==> src/rtl/trdb_pkg.sv <==
// Shared types, default sizes and index helpers for the trdb trace arbiters.
package trdb_pkg;

  typedef enum logic [0:0] {IDLE, LOCKED} arb_state_t;

  localparam int TRDB_NUM_SRC    = 4;
  localparam int TRDB_PKT_DATA_W = 32;

  function automatic int next_idx(input int idx, input int n);
    return (idx + 1) % n;
  endfunction

endpackage

==> src/rtl/trdb_rr_pick.sv <==
// Combinational round-robin pick: first valid index at or above rr_ptr, with wrap.
// Zero latency; no flow control of its own.
module trdb_rr_pick #(
  parameter int NUM_SRC = trdb_pkg::TRDB_NUM_SRC,
  parameter int IDX_W   = $clog2(NUM_SRC)
) (
  input  logic [NUM_SRC-1:0] valid,
  input  logic [IDX_W-1:0]   rr_ptr,
  output logic [IDX_W-1:0]   winner,
  output logic               any_valid
);

  localparam logic [IDX_W:0] N_W = (IDX_W+1)'(NUM_SRC);

  logic [IDX_W:0] sum;

  // Walk offsets from farthest to nearest so the nearest valid source wins.
  always_comb begin
    winner    = '0;
    sum       = '0;
    any_valid = |valid;
    for (int i = NUM_SRC - 1; i >= 0; i--) begin
      sum = {1'b0, rr_ptr} + (IDX_W+1)'(i);
      if (sum >= N_W) sum = sum - N_W;
      if (valid[sum[IDX_W-1:0]]) winner = sum[IDX_W-1:0];
    end
  end

endmodule

==> src/rtl/trdb_packet_arbiter.sv <==
// Packet-granular round-robin mux onto one registered output; 1-cycle latency, ready = output slot free.
// Define TRDB_ARB_PRIO_EN to give source 0 strict priority whenever the arbiter is idle.
module trdb_packet_arbiter
  import trdb_pkg::*;
#(
  parameter int NUM_SRC = TRDB_NUM_SRC,
  parameter int DATA_W  = TRDB_PKT_DATA_W,
  parameter int CNT_W   = 16
) (
  input  logic                       clk,
  input  logic                       rst,
  input  logic [NUM_SRC-1:0]         src_valid_i,
  input  logic [NUM_SRC*DATA_W-1:0]  src_data_i,
  input  logic [NUM_SRC-1:0]         src_last_i,
  output logic [NUM_SRC-1:0]         src_ready_o,
  output logic                       out_valid_o,
  output logic [DATA_W-1:0]          out_data_o,
  output logic                       out_last_o,
  output logic [$clog2(NUM_SRC)-1:0] out_src_o,
  input  logic                       out_ready_i,
  input  logic                       flush_i,
  output logic                       busy_o,
  output logic [CNT_W-1:0]           pkt_cnt_o
);

  localparam int IDX_W = $clog2(NUM_SRC);

  arb_state_t       state;
  logic [IDX_W-1:0] rr_ptr;
  logic [IDX_W-1:0] grant_idx;
  logic [IDX_W-1:0] rr_winner;
  logic [IDX_W-1:0] winner;
  logic [IDX_W-1:0] cur_idx;
  logic             any_valid;
  logic             can_load;
  logic             cur_vld;
  logic             xfer;
  logic             upd_rr;

  trdb_rr_pick #(.NUM_SRC(NUM_SRC), .IDX_W(IDX_W)) u_pick (
    .valid     (src_valid_i),
    .rr_ptr    (rr_ptr),
    .winner    (rr_winner),
    .any_valid (any_valid)
  );

`ifdef TRDB_ARB_PRIO_EN
  assign winner = src_valid_i[0] ? '0 : rr_winner;
  // Source 0 rides outside the rotation, so completing its packet leaves rr_ptr alone.
  assign upd_rr = (cur_idx != '0);
`else
  assign winner = rr_winner;
  assign upd_rr = 1'b1;
`endif

  assign can_load = !out_valid_o || out_ready_i;
  assign cur_idx  = (state == LOCKED) ? grant_idx : winner;
  assign cur_vld  = (state == LOCKED) ? src_valid_i[grant_idx] : any_valid;
  assign xfer     = cur_vld && can_load && !flush_i && !rst;
  assign busy_o   = (state == LOCKED) || out_valid_o;

  always_comb begin
    src_ready_o = '0;
    if (!rst && !flush_i && (state == LOCKED || any_valid))
      src_ready_o[cur_idx] = can_load;
  end

  always_ff @(posedge clk or posedge rst) begin
    if (rst) begin
      out_valid_o <= 1'b0;
      out_data_o  <= '0;
      out_last_o  <= 1'b0;
      out_src_o   <= '0;
      pkt_cnt_o   <= '0;
      rr_ptr      <= '0;
      grant_idx   <= '0;
      state       <= IDLE;
    end else if (flush_i) begin
      out_valid_o <= 1'b0;
      rr_ptr      <= '0;
      state       <= IDLE;
    end else begin
      if (out_valid_o && out_ready_i && out_last_o && (pkt_cnt_o != '1))
        pkt_cnt_o <= pkt_cnt_o + 1'b1;

      if (xfer) begin
        out_valid_o <= 1'b1;
        out_data_o  <= src_data_i[int'(cur_idx)*DATA_W +: DATA_W];
        out_last_o  <= src_last_i[cur_idx];
        out_src_o   <= cur_idx;
      end else if (out_ready_i) begin
        out_valid_o <= 1'b0;
      end

      if (xfer) begin
        if (src_last_i[cur_idx]) begin
          state <= IDLE;
          if (upd_rr) rr_ptr <= IDX_W'(next_idx(int'(cur_idx), NUM_SRC));
        end else if (state == IDLE) begin
          grant_idx <= cur_idx;
          state     <= LOCKED;
        end
      end
    end
  end

endmodule

==> config.mk <==
export PLATFORM = sky130hd
export DESIGN_NAME = trdb_packet_arbiter
export DESIGN_NICKNAME = d
export VERILOG_FILES = /design/src/rtl/trdb_pkg.sv /design/src/rtl/trdb_rr_pick.sv /design/src/rtl/trdb_packet_arbiter.sv
export SDC_FILE = /design/constraint.sdc
export NUM_CORES = 1
export LEC_CHECK = 0
export CORE_UTILIZATION = 43
export DETAILED_ROUTE_END_ITERATION = 10
export MAX_ROUTING_LAYER = met4
export PLACE_DENSITY = 0.87
export SYNTH_ARGS = -nofsm -noshare
export SYNTH_HDL_FRONTEND = slang
export SYNTH_SLANG_ARGS = --single-unit
==> constraint.sdc <==
create_clock -name clk -period 5.81 [get_ports clk]
set_input_delay 0.8715 -clock clk [delete_from_list [all_inputs] [get_ports clk]]
set_output_delay 0.8715 -clock clk [all_outputs]
set_load 0.02 [all_outputs]
==> results of run 1 <==
## layout make-up
type / count / area [um2]
Sequential cell: 57 / 1430
Tap cell: 105 / 131
Timing Repair Buffer: 200 / 1990
Clock inverter: 2 / 10.0
Inverter: 8 / 36.3
Multi-Input combinational cell: 347 / 2000
Fill cell: 621 / 2400
Clock buffer: 14 / 183
## where the power goes
| group | total (mW) | switching, mW | internal [mW] |
|---|---|---|---|
| registers | 0.649 | 0.109 | 0.540 |
| logic | 1.25 | 0.650 | 0.598 |
| clock network | 0.350 | 0.149 | 0.200 |
| total | 2.25 | 0.908 | 1.34 |
## per-stage QoR
step / total power, mW / util (%) / hold slack (ns)
2_1_floorplan: 1.41 / - / 0.514
3_3_place_gp: 1.87 / 68.3 / 0.460
3_5_place_dp: 1.90 / 68.3 / 0.466
4_1_cts: 2.26 / 70.7 / 0.481
5_1_grt: 2.38 / 70.7 / 0.515
6_report: 2.25 / 70.7 / 0.480
## sequential cells by signal (all words and copies together) (netlist names)
signal,flops
out_src_o,2
out_valid_o,1
grant_idx,2
pkt_cnt_o,16
out_last_o,1
out_data_o,32
rr_ptr,2
state,1
## critical path: cells and delay by family
kind	cells	cell delay [ns]
buffers and inverters	3	1.62
AOI/OAI and AO/OA	1	0.37
and+or+nand+nor	3	0.84
adders and majority gates	1	0.21
## worst paths after layout
check                                       to  cells after the start
worst max-delay path            src_ready_o[0]                      8
worst min-delay path              out_src_o[0]                      2
worst max register to register    grant_idx[1]                      7
worst min register to register    out_src_o[0]                      2
max in group asynchronous         pkt_cnt_o[4]                      3
min in group asynchronous           out_last_o                      2
## metal layers
layer / vias to the layer above / GRT usage [%]
met2: 170 / 45.7
met3: 18 / 4.31
met5: - / -
met1: 1809 / 30.6
li1: 1906 / -
met4: 0 / 7.95
## kinds of logic (layout without fill, tap and decap cells)
logic type,Yosys count,after routing,share of synthesized area (%)
compound gates,61,61,16.2
flops,57,57,39.6
xor+xnor,12,12,2.92
fa+ha+maj,5,5,1.74
mux,9,9,3.23
buf+inv,37,224,4.83
simple gates,260,260,31.5
## synth_stat cells, types with 4 or more instances
| master | n | area share (%) |
|---|---|---|
| xor2_1 | 6 | 1.5 |
| o221a_2 | 32 | 10 |
| xnor2_1 | 6 | 1.5 |
| nand2_1 | 178 | 19 |
| dfrtp_1 | 57 | 40 |
| inv_1 | 6 | 0.63 |
| clkbuf_1 | 9 | 0.94 |
| nor2b_1 | 4 | 0.70 |
| nand3_1 | 6 | 0.83 |
| ha_1 | 5 | 1.7 |
| nand4_1 | 37 | 6.4 |
| nor2_1 | 19 | 2.0 |
| buf_2 | 14 | 1.9 |
| a21oi_1 | 5 | 0.70 |
| o21ai_0 | 7 | 0.97 |
| and2_1 | 5 | 0.87 |
==> qor.txt, run 1 <==
Peak Freq - 208 MHz
number of flops mapped to enable cells by yosys - 0
Leakage - 2.47 nW
Yosys cell types - 47
Netlist Area Pre-Place - 3600 um2
fin. max-slew vios - 0
Synth Flop Type - dfrtp_1
Final Setup Violations - 0
min Tclk post-route - 4.81 ns
crit-path max cell delay - 0.63 ns
H-Tree Depth - 3
Vias - 3,903
RD Place Congestion - 0.895
Worst R2R Start - rr_ptr[1]
height of the die - 93.5 um
Max-Cap Viols - 0
final number of hold-violating endpoints - 0
Worst Setup Path Type - input pin to output port
final WL - 10,900 um
VDD IR max - 175 uV
Max clock buf depth - 2
drt wl/cell - 14.9 um
Crit path required time - 4.94 ns
Arr. time, crit path - 3.94 ns
routed wl met2 - 5620 um
setup slack, reg-to-reg - 2.84 ns
Final Skew - 0.00890 ns
Initial Util - 44.0%
Worst setup startpoint - src_valid_i[0]
Slew HR - 50.6%
final antenna-violating net count - 0
IO Count - 197
Remaining DRCs - 0
slowest CP cell - or3b_2
routed length on met1 - 4490 um
crit-path most repeated cell - clkdlybuf4s50_1
CTS sink count - 57
CP max FO - 39
drt via density - 5.32
Ant. Diodes - 0
hold path startpoint - out_src_o[0]
cells along the critical path - clkdlybuf4s50_1 -> nand2_1 -> a2111oi_1 -> or3b_2 -> buf_4 -> ha_1 -> and2_1 -> clkdlybuf4s50_1
Placed Area - 5590 um2
CTS resizes - 0
Cell Rows - 33
pin count of the biggest net entering global routing - 70
final period utilization - 82.8%
layout cells sized above 1 - 11.0%
HPWL after DPL - 8220 um
die area - 8740 um2
total grt overflow - 0
syn nets - 586
1st-iter DRT viols - 203
dpl cells - 717
Tightest Pin Transition - 0.734 ns
Synth async-reset ratio - 100%
First-pass DRT Iterations - 5
commonest non-fill, non-tap cell in the layout - clkdlybuf4s50_1
sequential share of the synthesized area - 39.6%
TritonCTS clock tree - yes
Port Buffers - 196
final setup TNS - 0 ns
post-route setup slack - 1.00 ns
CTS clk-pin slew, worst paths - 0.06 ns
cells after synthesis - 441
total power per unit cell area - 389 nW/um2
Synth Register Bits - 57
hold_buf cts - 0
Top Layer Used - met4
RSZ-0062 raised after global routing - no
Layout Cells excl Fill - 733
cell area after layout - 5780 um2
first-pass GRT wire length - 17,400 um
number of global-route vias before repair - 3,636
initial antenna violation count - 0
Crit. End Element - output port
postcts setup bufs - 0
Final Net Count - 768
Area growth syn-to-layout - 60.5%
status - finished, final reports clean
Synth Area per Inst - 8.16 um2
root buffer cell - clkbuf_8
Ys Warns - 0
crit start category - input pin
Total GRT Usage - 26.0%
met3 routed WL - 610 um
Hold Path Class - flop to flop
chip width - 93.5 um
Place WS - 1.01 ns
core area - 8180 um2
clock latency on the worst-skew pair - 0.32 ns
Num CTS Buffers - 9
most frequent cells in the layout - clkdlybuf4s50_1, nand2_1, dfrtp_1, nand4_1, o221a_2
(Power assumes the default switching activity.)
==> run 2, diff against run 1 <==
--- a/config.mk
+++ b/config.mk
@@ -5,10 +5,10 @@
 export SDC_FILE = /design/constraint.sdc
 export NUM_CORES = 1
 export LEC_CHECK = 0
-export CORE_UTILIZATION = 43
+export CORE_UTILIZATION = 40
 export DETAILED_ROUTE_END_ITERATION = 10
 export MAX_ROUTING_LAYER = met4
-export PLACE_DENSITY = 0.87
+export PLACE_DENSITY = 0.81
 export SYNTH_ARGS = -nofsm -noshare
 export SYNTH_HDL_FRONTEND = slang
 export SYNTH_SLANG_ARGS = --single-unit
==> constraint.sdc (replaced) <==
create_clock -name clk -period 4.94 [get_ports clk]
set_input_delay 0.741 -clock clk [delete_from_list [all_inputs] [get_ports clk]]
set_output_delay 0.741 -clock clk [all_outputs]
set_load 0.02 [all_outputs]
==> qor.txt, run 2 (synthesis results as in run 1) <==
status - finished, final reports clean
most frequent cells in the layout - clkdlybuf4s50_1, nand2_1, dfrtp_1, nand4_1, o221a_2
VDD IR max - 228 uV (+30%)
Num CTS Buffers - 9 (unchanged)
clock latency on the worst-skew pair - 0.32 ns (about the same)
Layout Cells excl Fill - 737 (+0.55%)
area of the multi-input gates - 2000 um2 (unchanged)
final antenna-violating net count - 0 (unchanged)
min Tclk post-route - 4.09 ns
commonest non-fill, non-tap cell in the layout - clkdlybuf4s50_1
Crit path required time - 4.20 ns (-0.74 ns)
Leakage - 2.46 nW (-0.15%)
GRT met3 Usage - 6.86% (+2.6 points)
Ant. Diodes - 0 (unchanged)
Total GRT Usage - 25.3% (-0.73 points)
CTS clk-pin slew, worst paths - 0.06 ns (about the same)
Cell Rows - 34 (+3.0%)
slowest CP cell - clkdlybuf4s50_1
top flop regs - out_data_o x32, pkt_cnt_o x16
Hold Path Class - flop to flop
RD Place Congestion - 0.917 (+2.5%)
CP Capture Point - src_ready_o[1]
core area - 8720 um2 (+6.7%)
worst reg2reg path depth - 4 (-3)
IO Count - 197 (unchanged)
final number of hold-violating endpoints - 0 (unchanged)
CTS resizes - 0 (unchanged)
Worst path top cell family by delay - buffers and inverters
Buf+Inv Stages, Crit Path - 4 (+1)
total grt overflow - 0 (unchanged)
RSZ-0062 raised after global routing - no
height of the die - 96.9 um (+3.6%)
setup slack, reg-to-reg - 2.35 ns (-0.49 ns)
Max-Cap Viols - 0 (unchanged)
critical path depth in cells - 9 (+1)
Port Buffers - 196 (unchanged)
CP max FO - 37 (-5.1%)
root buffer cell - clkbuf_8
grt peak-use layer - met2
HPWL after DPL - 8750 um (+6.5%)
H-Tree Depth - 3 (unchanged)
Arr. time, crit path - 3.35 ns (-0.59 ns)
pin count of the biggest net entering global routing - 66 (-5.7%)
crit-path max cell delay - 0.55 ns (-0.08 ns)
register area - 1430 um2 (unchanged)
Max clock buf depth - 2 (unchanged)
# fillers - 706 (+14%)
Final Skew - 0.00572 ns (-0.00318 ns)
first-pass GRT wire length - 18,600 um (+7.2%)
cells along the critical path - clkdlybuf4s50_1 -> nor2b_1 -> o21ba_2 -> o41a_1 -> buf_4 -> clkinv_2 -> ha_1 -> and2_1 -> clkdlybuf4s50_1
Slew HR - 51.2% (+0.58 points)
Worst Setup Path Type - input pin to output port
Crit. End Element - output port
Top reg by flops - out_data_o
Remaining DRCs - 0 (unchanged)
Final Core Density - 66.2% (-4.5 points)
dpl cells - 721 (+0.56%)
TritonCTS clock tree - yes
Largest register FFs - 32 (unchanged)
1st-iter DRT viols - 158 (-22%)
layout cells sized above 1 - 11.0% (-0.017 points)
Tightest Pin Transition - 0.725 ns (-0.00856 ns)
final period utilization - 82.9%
final setup TNS - 0 ns (unchanged)
Peak Freq - 244 MHz
initial antenna violation count - 0 (unchanged)
met1 GRT Util - 28.2% (-2.3 points)
crit start category - input pin
Area growth syn-to-layout - 60.3%
final WL - 11,600 um (+6.3%)
drt via density - 5.23 (-1.7%)
drt wl/cell - 15.8 um (+5.8%)
Worst setup startpoint - src_valid_i[0]
die area - 9380 um2 (+7.3%)
CTS sink count - 57 (unchanged)
Final Net Count - 769 (+0.13%)
total power per unit cell area - 457 nW/um2 (+18%)
Reg2Reg Capture Point - out_data_o[3]
fin. max-slew vios - 0 (unchanged)
chip width - 96.9 um (+3.6%)
GR met2 Demand/Resource - 43.2% (-2.5 points)
postcts setup bufs - 0 (unchanged)
First-pass DRT Iterations - 4 (-1)
Worst R2R Start - out_valid_o
crit-path most repeated cell - clkdlybuf4s50_1
Initial Util - 41.3% (-2.8 points)
Vias - 3,857 (-1.2%)
Final Setup Violations - 0 (unchanged)
hold_buf cts - 0 (unchanged)
number of global-route vias before repair - 3,922 (+7.9%)
[run 2: changes by cell type in the layout (fill, tap and decap cells not counted)]
cell	previous run	this run
buf_4	4	5
clkbuf_1	1	2
clkbuf_8	13	11
clkinv_2	3	4
[run 2: worst register-to-register path, stage by stage, from the launching register on]
cell and delay, ns:
dfrtp_1 0.42, a211oi_1 0.52, o21a_2 0.57, nand2_2 0.53
o221a_2 0.44
[run 2: metal layers]
metal,vias up,routed length (um)
li1,1899,-
met1,1779,4600
met2,149,5890
met3,30,844
met4,0,306
met5,-,0
[run 2: how the worst min path moves through the flow]
stage                        from            end  slack, ns  depth (start not counted)
finish               out_src_o[0]   out_src_o[0]       0.49                          2
global placement     out_src_o[0]   out_src_o[0]       0.46                          2
global route        pkt_cnt_o[11]  pkt_cnt_o[11]       0.52                          1
detailed placement   out_src_o[0]   out_src_o[0]       0.47                          2
CTS                  out_src_o[0]   out_src_o[0]       0.49                          2
floorplan            grant_idx[1]   grant_idx[1]       0.51                          1
[run 2: report_power, final]
| group | leakage [nW] | switching, mW | internal (mW) |
|---|---|---|---|
| sequential | 0.679 | 0.129 | 0.635 |
| clock | 0.0932 | 0.177 | 0.207 |
| combinational | 1.69 | 0.782 | 0.710 |
[run 2: layout make-up]
| class | instances | share of cell area, % |
|---|---|---|
| Sequential cell | 57 | 24.7 |
| Clock inverter | 3 | 0.260 |
| Clock buffer | 13 | 2.75 |
| Multi-Input combinational cell | 347 | 34.7 |
| Timing Repair Buffer | 201 | 34.6 |
| Tap cell | 108 | 2.34 |
| Inverter | 8 | 0.629 |
[run 2: per-stage QoR]
stage	setup WS [ns]	area [um2]	power, mW	hold WS, ns
2_1_floorplan	1.96	3600	1.65	0.514
3_3_place_gp	0.970	5600	2.23	0.462
3_5_place_dp	0.867	5600	2.26	0.472
4_1_cts	0.843	5770	2.65	0.485
5_1_grt	0.686	5770	2.81	0.519
6_report	0.847	5770	2.64	0.489
==> run 3, diff against run 2 <==
--- a/config.mk
+++ b/config.mk
@@ -5,10 +5,10 @@
 export SDC_FILE = /design/constraint.sdc
 export NUM_CORES = 1
 export LEC_CHECK = 0
-export CORE_UTILIZATION = 40
+export CORE_UTILIZATION = 36
 export DETAILED_ROUTE_END_ITERATION = 10
 export MAX_ROUTING_LAYER = met4
-export PLACE_DENSITY = 0.81
+export PLACE_DENSITY = 0.77
 export SYNTH_ARGS = -nofsm -noshare
 export SYNTH_HDL_FRONTEND = slang
 export SYNTH_SLANG_ARGS = --single-unit
==> constraint.sdc (replaced) <==
create_clock -name clk -period 3.4 [get_ports clk]
set_input_delay 0.51 -clock clk [delete_from_list [all_inputs] [get_ports clk]]
set_output_delay 0.51 -clock clk [all_outputs]
set_load 0.02 [all_outputs]
==> qor.txt, run 3 (synthesis results as in run 1) <==
IO Count - 197 (unchanged)
CP max FO - 6 (-84%)
drt wl/cell - 14.7 um (-7.0%)
Arr. time, crit path - 2.61 ns (-0.74 ns)
first-pass GRT wire length - 17,600 um (-5.4%)
Top reg by flops - out_data_o
layout cells sized above 1 - 12.1% (+1.2 points)
Final Skew - 0.0102 ns (+0.00452 ns)
Area growth syn-to-layout - 63.5%
worst reg2reg path depth - 8 (+4)
VDD IR max - 342 uV (+50%)
core area - 9730 um2 (+12%)
Reg2Reg Capture Point - grant_idx[1]
crit start category - input pin
Leakage - 2.57 nW (+4.2%)
CTS clk-pin slew, worst paths - 0.06 ns (about the same)
Final Net Count - 776 (+0.91%)
Worst setup startpoint - src_valid_i[2]
Final Setup Violations - 0 (unchanged)
most frequent cells in the layout - clkdlybuf4s50_1, nand2_1, dfrtp_1, nand4_1, o221a_2
CTS resizes - 1 (+1)
total power per unit cell area - 666 nW/um2 (+46%)
setup slack, reg-to-reg - 0.84 ns (-1.51 ns)
Num CTS Buffers - 9 (unchanged)
Max-Cap Viols - 0 (unchanged)
Place WS - -0.0237 ns (-0.891 ns)
final antenna-violating net count - 0 (unchanged)
final WL - 11,300 um (-3.1%)
Total GRT Usage - 22.6% (-2.7 points)
total grt overflow - 0 (unchanged)
CP Capture Point - src_ready_o[2]
Initial Util - 37.0% (-4.3 points)
CTS sink count - 57 (unchanged)
Placed Area - 5680 um2 (+1.5%)
min Tclk post-route - 3.12 ns
clock latency on the worst-skew pair - 0.32 ns (about the same)
Vias - 3,920 (+1.6%)
total internal power - 2.35 mW (+52%)
commonest non-fill, non-tap cell in the layout - clkdlybuf4s50_1
HPWL after DPL - 8440 um (-3.5%)
Cell Rows - 36 (+5.9%)
postcts setup bufs - 0 (unchanged)
RSZ-0062 raised after global routing - no
Ant. Diodes - 0 (unchanged)
root buffer cell - clkbuf_8
final period utilization - 91.7%
First-pass DRT Iterations - 4 (unchanged)
Largest register FFs - 32 (unchanged)
pin count of the biggest net entering global routing - 58 (-12%)
Net Sw Frac - 39.9% (-1.3 points)
fin. max-slew vios - 0 (unchanged)
hold_buf cts - 0 (unchanged)
RD Place Congestion - 0.910 (-0.71%)
Sw Pwr - 1.56 mW (+44%)
chip width - 102 um (+5.3%)
clock share of power - 16.1% (+1.6 points)
status - finished, final reports clean
Max clock buf depth - 2 (unchanged)
top flop regs - out_data_o x32, pkt_cnt_o x16
Power Total - 3.92 mW (+49%)
initial antenna violation count - 0 (unchanged)
Slew HR - 30.8% (-20 points)
sequential power share - 27.9% (-1.1 points)
die area - 10,400 um2 (+11%)
Tightest Pin Transition - 1.04 ns (+0.313 ns)
Crit path required time - 2.89 ns (-1.31 ns)
final number of hold-violating endpoints - 0 (unchanged)
Peak Freq - 321 MHz
number of global-route vias before repair - 3,761 (-4.1%)
H-Tree Depth - 3 (unchanged)
Worst R2R Start - rr_ptr[0]
post-route setup slack - 0.281 ns (-0.567 ns)
Crit. End Element - output port
Port Buffers - 196 (unchanged)
height of the die - 102 um (+5.3%)
Worst Setup Path Type - input pin to output port
1st-iter DRT viols - 168 (+6.3%)
Remaining DRCs - 0 (unchanged)
drt via density - 5.10 (-2.5%)
Hold Path Class - flop to flop
TritonCTS clock tree - yes
Comb power frac - 56.0% (-0.5 points)
cell area after layout - 5890 um2 (+2.0%)
## run 3: final cells by class
| type | count | area, um2 |
|---|---|---|
| clock buffers | 12 | 155 |
| clock inverters | 3 | 40.0 |
| inverters | 8 | 36.3 |
| fillers | 878 | 3840 |
| repair buffers | 208 | 2060 |
| flip-flops and latches | 57 | 1430 |
| well taps | 133 | 166 |
| multi-input cells | 347 | 2000 |
## run 3: critical path, cell delays in order
cell,delay (ns)
clkdlybuf4s50_1,0.46
and2b_1,0.21
o21a_1,0.22
o41a_2,0.52
ha_1,0.21
and2_1,0.14
dlygate4sd2_1,0.33
## run 3: per-layer routing
metal  share of wire [%]  global-route usage [%]  up-vias
met5                   0                       -        -
met4                 2.6                    10.1        0
met3                 5.7                    3.83       20
met1                  40                    24.9     1832
li1                    -                       -     1920
met2                  52                    39.7      148
## run 3: stage by stage
step	util [%]	instances	hold WS (ns)	setup TNS (ns)
floorplan	-	441	0.514	0
global placement	58.4	753	0.461	0
detailed placement	58.4	753	0.464	-0.0237
CTS	60.4	768	0.478	0
global route	60.5	768	0.501	0
finish	60.5	768	0.472	0
## run 3: worst min-delay path by stage
stage	cells past startpoint	endpoint	slack [ns]	startpoint
finish	2	out_src_o[0]	0.47	out_src_o[0]
detailed placement	2	out_src_o[0]	0.46	out_src_o[0]
global placement	2	out_src_o[0]	0.46	out_src_o[0]
floorplan	1	grant_idx[1]	0.51	grant_idx[1]
global route	2	out_src_o[0]	0.50	out_src_o[0]
CTS	2	out_src_o[0]	0.48	out_src_o[0]
## run 3: power groups by stage
stage	logic, mW	clock network, mW	registers [mW]
final	2.19	0.630	1.09
after global placement	2.17	0	1.09
after global routing	2.38	0.681	1.13
after CTS	2.21	0.646	1.09
after floorplan	1.05	0	1.35
after detailed placement	2.21	0	1.10
